===== src/rtl/conf_channel_deserializer.sv =====
// Assembles NWORDS consecutive NIN-bit conf channel words (LS first) into one NOUT-bit output word.
// Optional idle timeout for partial words is built in when CONF_DESER_TIMEOUT_EN is defined.
module conf_channel_deserializer #(
  parameter int NIN     = 16,
  parameter int NOUT    = 40,
  parameter int TIMEOUT = 1024
) (
  input  logic            clk,
  input  logic            reset_n,
  input  logic            in_v,
  input  logic [NIN-1:0]  in_d,
  output logic            in_a,
  output logic            out_v,
  output logic [NOUT-1:0] out_d,
  input  logic            out_a,
  output logic            timeout_drop
);

  localparam int NWORDS = (NOUT + NIN - 1) / NIN;
  localparam int CW     = (NWORDS > 1) ? $clog2(NWORDS) : 1;
  localparam int LASTLO = (NWORDS - 1) * NIN;
  localparam int LASTW  = NOUT - LASTLO;

  typedef enum logic {COLLECT, FULL} state_t;

  state_t          state, next_state;
  logic [CW-1:0]   count;
  logic [NOUT-1:0] buffer;
  logic            accept;
  logic            last_word;
  logic            expire;
  logic            unused_in_bits;

  assign accept    = in_v && (state == COLLECT);
  assign last_word = (count == CW'(NWORDS - 1));
  // The last slot may be narrower than NIN; its excess input bits are simply discarded.
  assign unused_in_bits = ^in_d;

`ifdef CONF_DESER_TIMEOUT_EN
  localparam int TW = (TIMEOUT > 1) ? $clog2(TIMEOUT) : 1;
  logic [TW-1:0] idle;

  assign expire = (state == COLLECT) && (count != '0) && !accept && (idle == TW'(TIMEOUT - 1));

  always_ff @(posedge clk or negedge reset_n) begin
    if (!reset_n)
      idle <= '0;
    else if ((state == COLLECT) && (count != '0) && !accept && !expire)
      idle <= idle + 1'b1;
    else
      idle <= '0;
  end
`else
  logic unused_timeout;
  assign unused_timeout = (TIMEOUT < 2);
  assign expire         = 1'b0;
`endif

  always_ff @(posedge clk or negedge reset_n) begin
    if (!reset_n)
      state <= COLLECT;
    else
      state <= next_state;
  end

  always_comb begin
    next_state = state;
    case (state)
      COLLECT: if (accept && last_word) next_state = FULL;
      FULL:    if (out_a) next_state = COLLECT;
      default: next_state = COLLECT;
    endcase
  end

  always_comb begin
    in_a         = in_v && reset_n && (state == COLLECT);
    out_v        = (state == FULL);
    timeout_drop = expire;
  end

  always_ff @(posedge clk or negedge reset_n) begin
    if (!reset_n)
      count <= '0;
    else if (accept)
      count <= last_word ? '0 : count + 1'b1;
    else if (expire)
      count <= '0;
  end

  // Slots are overwritten in place and never cleared between words.
  always_ff @(posedge clk or negedge reset_n) begin
    if (!reset_n) begin
      buffer <= '0;
    end else if (accept) begin
      for (int k = 0; k < NWORDS - 1; k++)
        if (count == CW'(k)) buffer[k*NIN +: NIN] <= in_d;
      if (last_word) buffer[NOUT-1:LASTLO] <= in_d[LASTW-1:0];
    end
  end

  assign out_d = buffer;

endmodule


===== config.mk =====
export PLATFORM = sky130hd
export DESIGN_NAME = conf_channel_deserializer
export DESIGN_NICKNAME = d
export VERILOG_FILES = /design/src/rtl/conf_channel_deserializer.sv
export SDC_FILE = /design/constraint.sdc
export NUM_CORES = 1
export LEC_CHECK = 0
export CORE_MARGIN = 10
export CORE_UTILIZATION = 51
export CTS_BUF_LIST = sky130_fd_sc_hd__clkbuf_8 sky130_fd_sc_hd__clkbuf_16
export DETAILED_ROUTE_END_ITERATION = 10
export DONT_BUFFER_PORTS = 1
export PLACE_DENSITY_LB_ADDON = 0.08
export SLEW_MARGIN = 20
export SYNTH_ARGS = -nofsm -noshare
export SYNTH_HDL_FRONTEND = slang
export SYNTH_SLANG_ARGS = --single-unit

===== constraint.sdc =====
create_clock -name clk -period 2.9 [get_ports clk]
set_input_delay 0.58 -clock clk [delete_from_list [all_inputs] [get_ports clk]]
set_output_delay 0.58 -clock clk [all_outputs]
set_load 0.01 [all_outputs]

After elaboration in Yosys (flattened, before gate mapping):

Index checks and enable logic that the tools add are counted.
W data, S select, Z words.

* add/subtract/negate cells: 1
* eq/ne operators: 2
* mux-type cells: 4
* bitwise logic cells: 1
* reduce and logical (&&, ||, !) cells: 8

Operators with widths (number)
* $reduce_and A2 Y1: 3
* $logic_and A1 B1 Y1: 4
* $add A2 B1 Y2 const B: 1
* $eq A2 B1 Y1 const B: 1
* $eq A2 B2 Y1 const B: 1
* $logic_not A2 Y1: 1
* $mux W1: 2
* $mux W2: 1
* $pmux W1 S2: 1
* $not A1 Y1: 1

* register bits after elaboration: 43
* input bits: 20
* output and inout bits: 43
* logic and storage cells: 21

Logic depth before layout (Yosys ltp):

* word-level depth: 5
* gate-level depth with buffers: 4
* gate-level depth less buffers: 2

Worst setup path after synthesis:

Ideal clock, no wire load.

* path kind: input-to-reg
* start: input in_v
* end: register buffer[22], in the netlist out_d[22]
* setup time: 0.125 ns
* arrival time: 1.522 ns
* data required time: 2.775 ns
* setup slack: 1.253 ns
* cell stages on the path: 4
* path buffers: 2
* cells stage by stage: nor4bb_1 buf_2 buf_4 mux2_2

* cells in the longest elaborated chain, start to end: 2

Ends and longest elaborated chain
* start, declared: line 10 `input logic in_v,`
* $logic_and A1 B1 Y1: line 34 `assign accept = in_v && (state == COLLECT);`
* $reduce_and A2 Y1 (no line)
* end signal, assigned by index: line 96 `if (count == CW'(k)) buffer[k*NIN +: NIN] <= in_d;`
* end signal, assigned by index: line 97 `if (last_word) buffer[NOUT-1:LASTLO] <= in_d[LASTW-1:0];`
* end, declared: line 28 `logic [NOUT-1:0] buffer;`

Every way passes these cells.
A chain may end at the register's enable or synchronous reset.

Worst setup path after layout:

* start: register state, in the netlist out_v
* end: register buffer[11], in the netlist out_d[11]

* cells in the longest elaborated chain, start to end: 3

Ends and longest elaborated chain
* start, declared: line 26 `state_t state, next_state;`
* start signal, assigned: line 63 `state <= next_state;`
* $not A1 Y1: line 34
* $logic_and A1 B1 Y1: line 34
* $reduce_and A2 Y1 (no line)

Every way passes these cells.

==> run metrics <==
RR Endpoint=out_d[11]; crit start category=flip-flop; Worst R2R Start=out_v; post-route setup slack=between 1 and 1.5 ns; WP data arrival=about 2.0 ns; hold slack=0.136 ns; Synth area leader=dfrtp_1; layout cells sized above 1=around half; EDFF count, synth=0; Yosys warnings=0; Hold WC Path Type=in -> async; slew of the pin with the lowest slew margin=approximately 0.60 ns; reg2reg path depth=3; vias per cell=around 5.4; synth unique cells=13; gr ovfl total=0; total CTS buffers=5; vias in the first global route=approximately 900; Total GRT Usage=10.9%; Clock Skews=between 0.005 and 0.006 ns; Final Hold Viols=0; synth cell count leaders=43 x dfrtp_1, 40 x mux2_2, 3 x a21o_1; Pwr Density=roughly 1200 nW/µm²; worst endpoint required time=roughly 3.1 ns; Cell Area, Synth=roughly 1700 µm²; top post-synthesis cells by area=dfrtp_1 65%, mux2_2 27%, nor4b_4 1.4%; Synth top area share=about two thirds; routed wire length=just over 3000 µm; max cap viols=0; Die Ht=76.9 µm; placed inst area=about 1700 µm²; VDD IR max=581 µV; Mapped Nets=about 120; postcts setup bufs=0; Post-CTS Hold Fix Bufs=1; drt initial violations=15; # nets final=about 120; Inst Count DP=140; Core Footprint=between 3000 and 4000 µm²; Max-Slew Margin vs Limit=about three fifths; RSZ-0062 raised after global routing=no; outcome=completed; # IOs=63; Tcrit/Tclk final=63.4%; vias=806; Routed Antenna Nets=0; I/O Buffers=0; Syn Inst Count=roughly 100; largest net degree at the start of global routing=between 40 and 50; die area=5920 µm²; clock-pin slew on the worst setup and hold paths=about 0.07 ns; CP Max Fanout=9; clock sink total=43; Max clock buf depth=2; Layout Utilization=roughly three fifths; async set or reset register ratio after synthesis=100%; Max Fclk=between 0.5 and 0.6 GHz; critical path capture point type=flip-flop; Die X-Extent=~77 µm; Setup-failing EPs final=0; CTS tree=done; Avg WL per Cell=around 20 µm; final-report max-slew violation count=0; Initial Utilization=53.7%; # fillers=between 200 and 300; Post-Route Setup TNS=0 ns; DRC violations left=0; global-route wire length before repair=a little over 5000 µm; critical setup path kind=reg -> reg; area delta synth->final=10.4%; # rows=20; 1st-pass router iterations=2; leakage=around 0.8 nW; # resized after CTS=0; final non-filler cell total=between 100 and 150; initial antenna violation count=0; Primary FF master, synth=dfrtp_1; Synth Area per Inst=around 17 µm²; H-tree depth=2; Tmin final=~1.8 ns; Design Area, Final=approximately 1800 µm²; Final HPWL DP=2330 µm; r2r setup slk=roughly 1.1 ns; Setup Slack @ Placement=around 1.0 ns; placer congestion estimate=slightly below 0.7; top-count cell post-synth=dfrtp_1; register area share after synthesis=65.1%; CTS root buf=clkbuf_8; Synth Register Bits=between 40 and 50; overall power=2.23 mW; ANT cells=0; Worst-Skew Late Latency=~0.28 ns
[cell usage in the layout (no fill, tap or decap)]
master / Yosys / final
nor2_1: 1 / 1
mux2_2: 40 / 40
conb_1: 1 / 1
inv_1: 2 / 3
buf_4: 2 / 2
nand2b_1: 1 / 1
dfrtp_1: 43 / 43
nor4bb_4: 0 / 1
bufinv_16: 0 / 1
buf_12: 0 / 1
and4bb_2: 1 / 1
nor4b_4: 1 / 1
clkbuf_8: 0 / 5
a21o_1: 3 / 3
[registers in the layout (all words and copies together), names as in the netlist]
signal and count:
out_v 1, count 2, out_d 40
[critical path, cell delays in order, from the launching register on]
cell	delay (ns)
dfrtp_1	0.50
nor4b_4	0.58
buf_4	0.30
mux2_2	0.35
[worst max-delay path by stage]
stage	cells past startpoint	to	from	slack, ns
after global routing	3	out_d[11]	out_v	0.95
after detailed placement	3	out_d[11]	in_v	1.01
after CTS	3	out_d[11]	out_v	1.01
after floorplan	4	out_d[22]	in_v	1.25
after global placement	3	out_d[12]	in_v	1.0
final	3	out_d[11]	out_v	1.06
[kinds of logic (layout without fill, tap and decap cells)]
group | count (synthesis) | after routing | share of synthesized area [%]
flops | 43 | 43 | 65.1
buf+inv | 7 | 12 | 2.65
other cells | 1 | 1 | 0.227
compound gates | 3 | 3 | 1.36
mux | 40 | 40 | 27.3
simple gates | 5 | 5 | 3.41
[power breakdown]
part	switching, mW	total, mW	leakage (nW)	internal, mW
registers	0.377	1.29	0.511	0.910
logic	0.167	0.515	0.236	0.347
clock network	0.176	0.425	0.0554	0.249
[per-layer routing]
metal	vias up	GRT usage (%)	part of all wire, %
li1	351	-	-
met1	415	9.86	33
met2	35	18.3	52
met5	-	0	0
met3	5	7.69	14
met4	0	4.46	1.0
[area by class of cell]
| class | instances | area (µm²) | area share, % |
|---|---|---|---|
| sequential | 43 | 1080 | 59.0 |
| multi-input combinational | 49 | 548 | 30.0 |
| clock buffer | 5 | 68.8 | 3.77 |
| tap | 44 | 55.1 | 3.02 |
| timing repair buffer | 3 | 35.0 | 1.92 |
| clock inverter | 2 | 33.8 | 1.85 |
| inverter | 2 | 7.51 | 0.412 |
(Power assumes the default switching activity.)
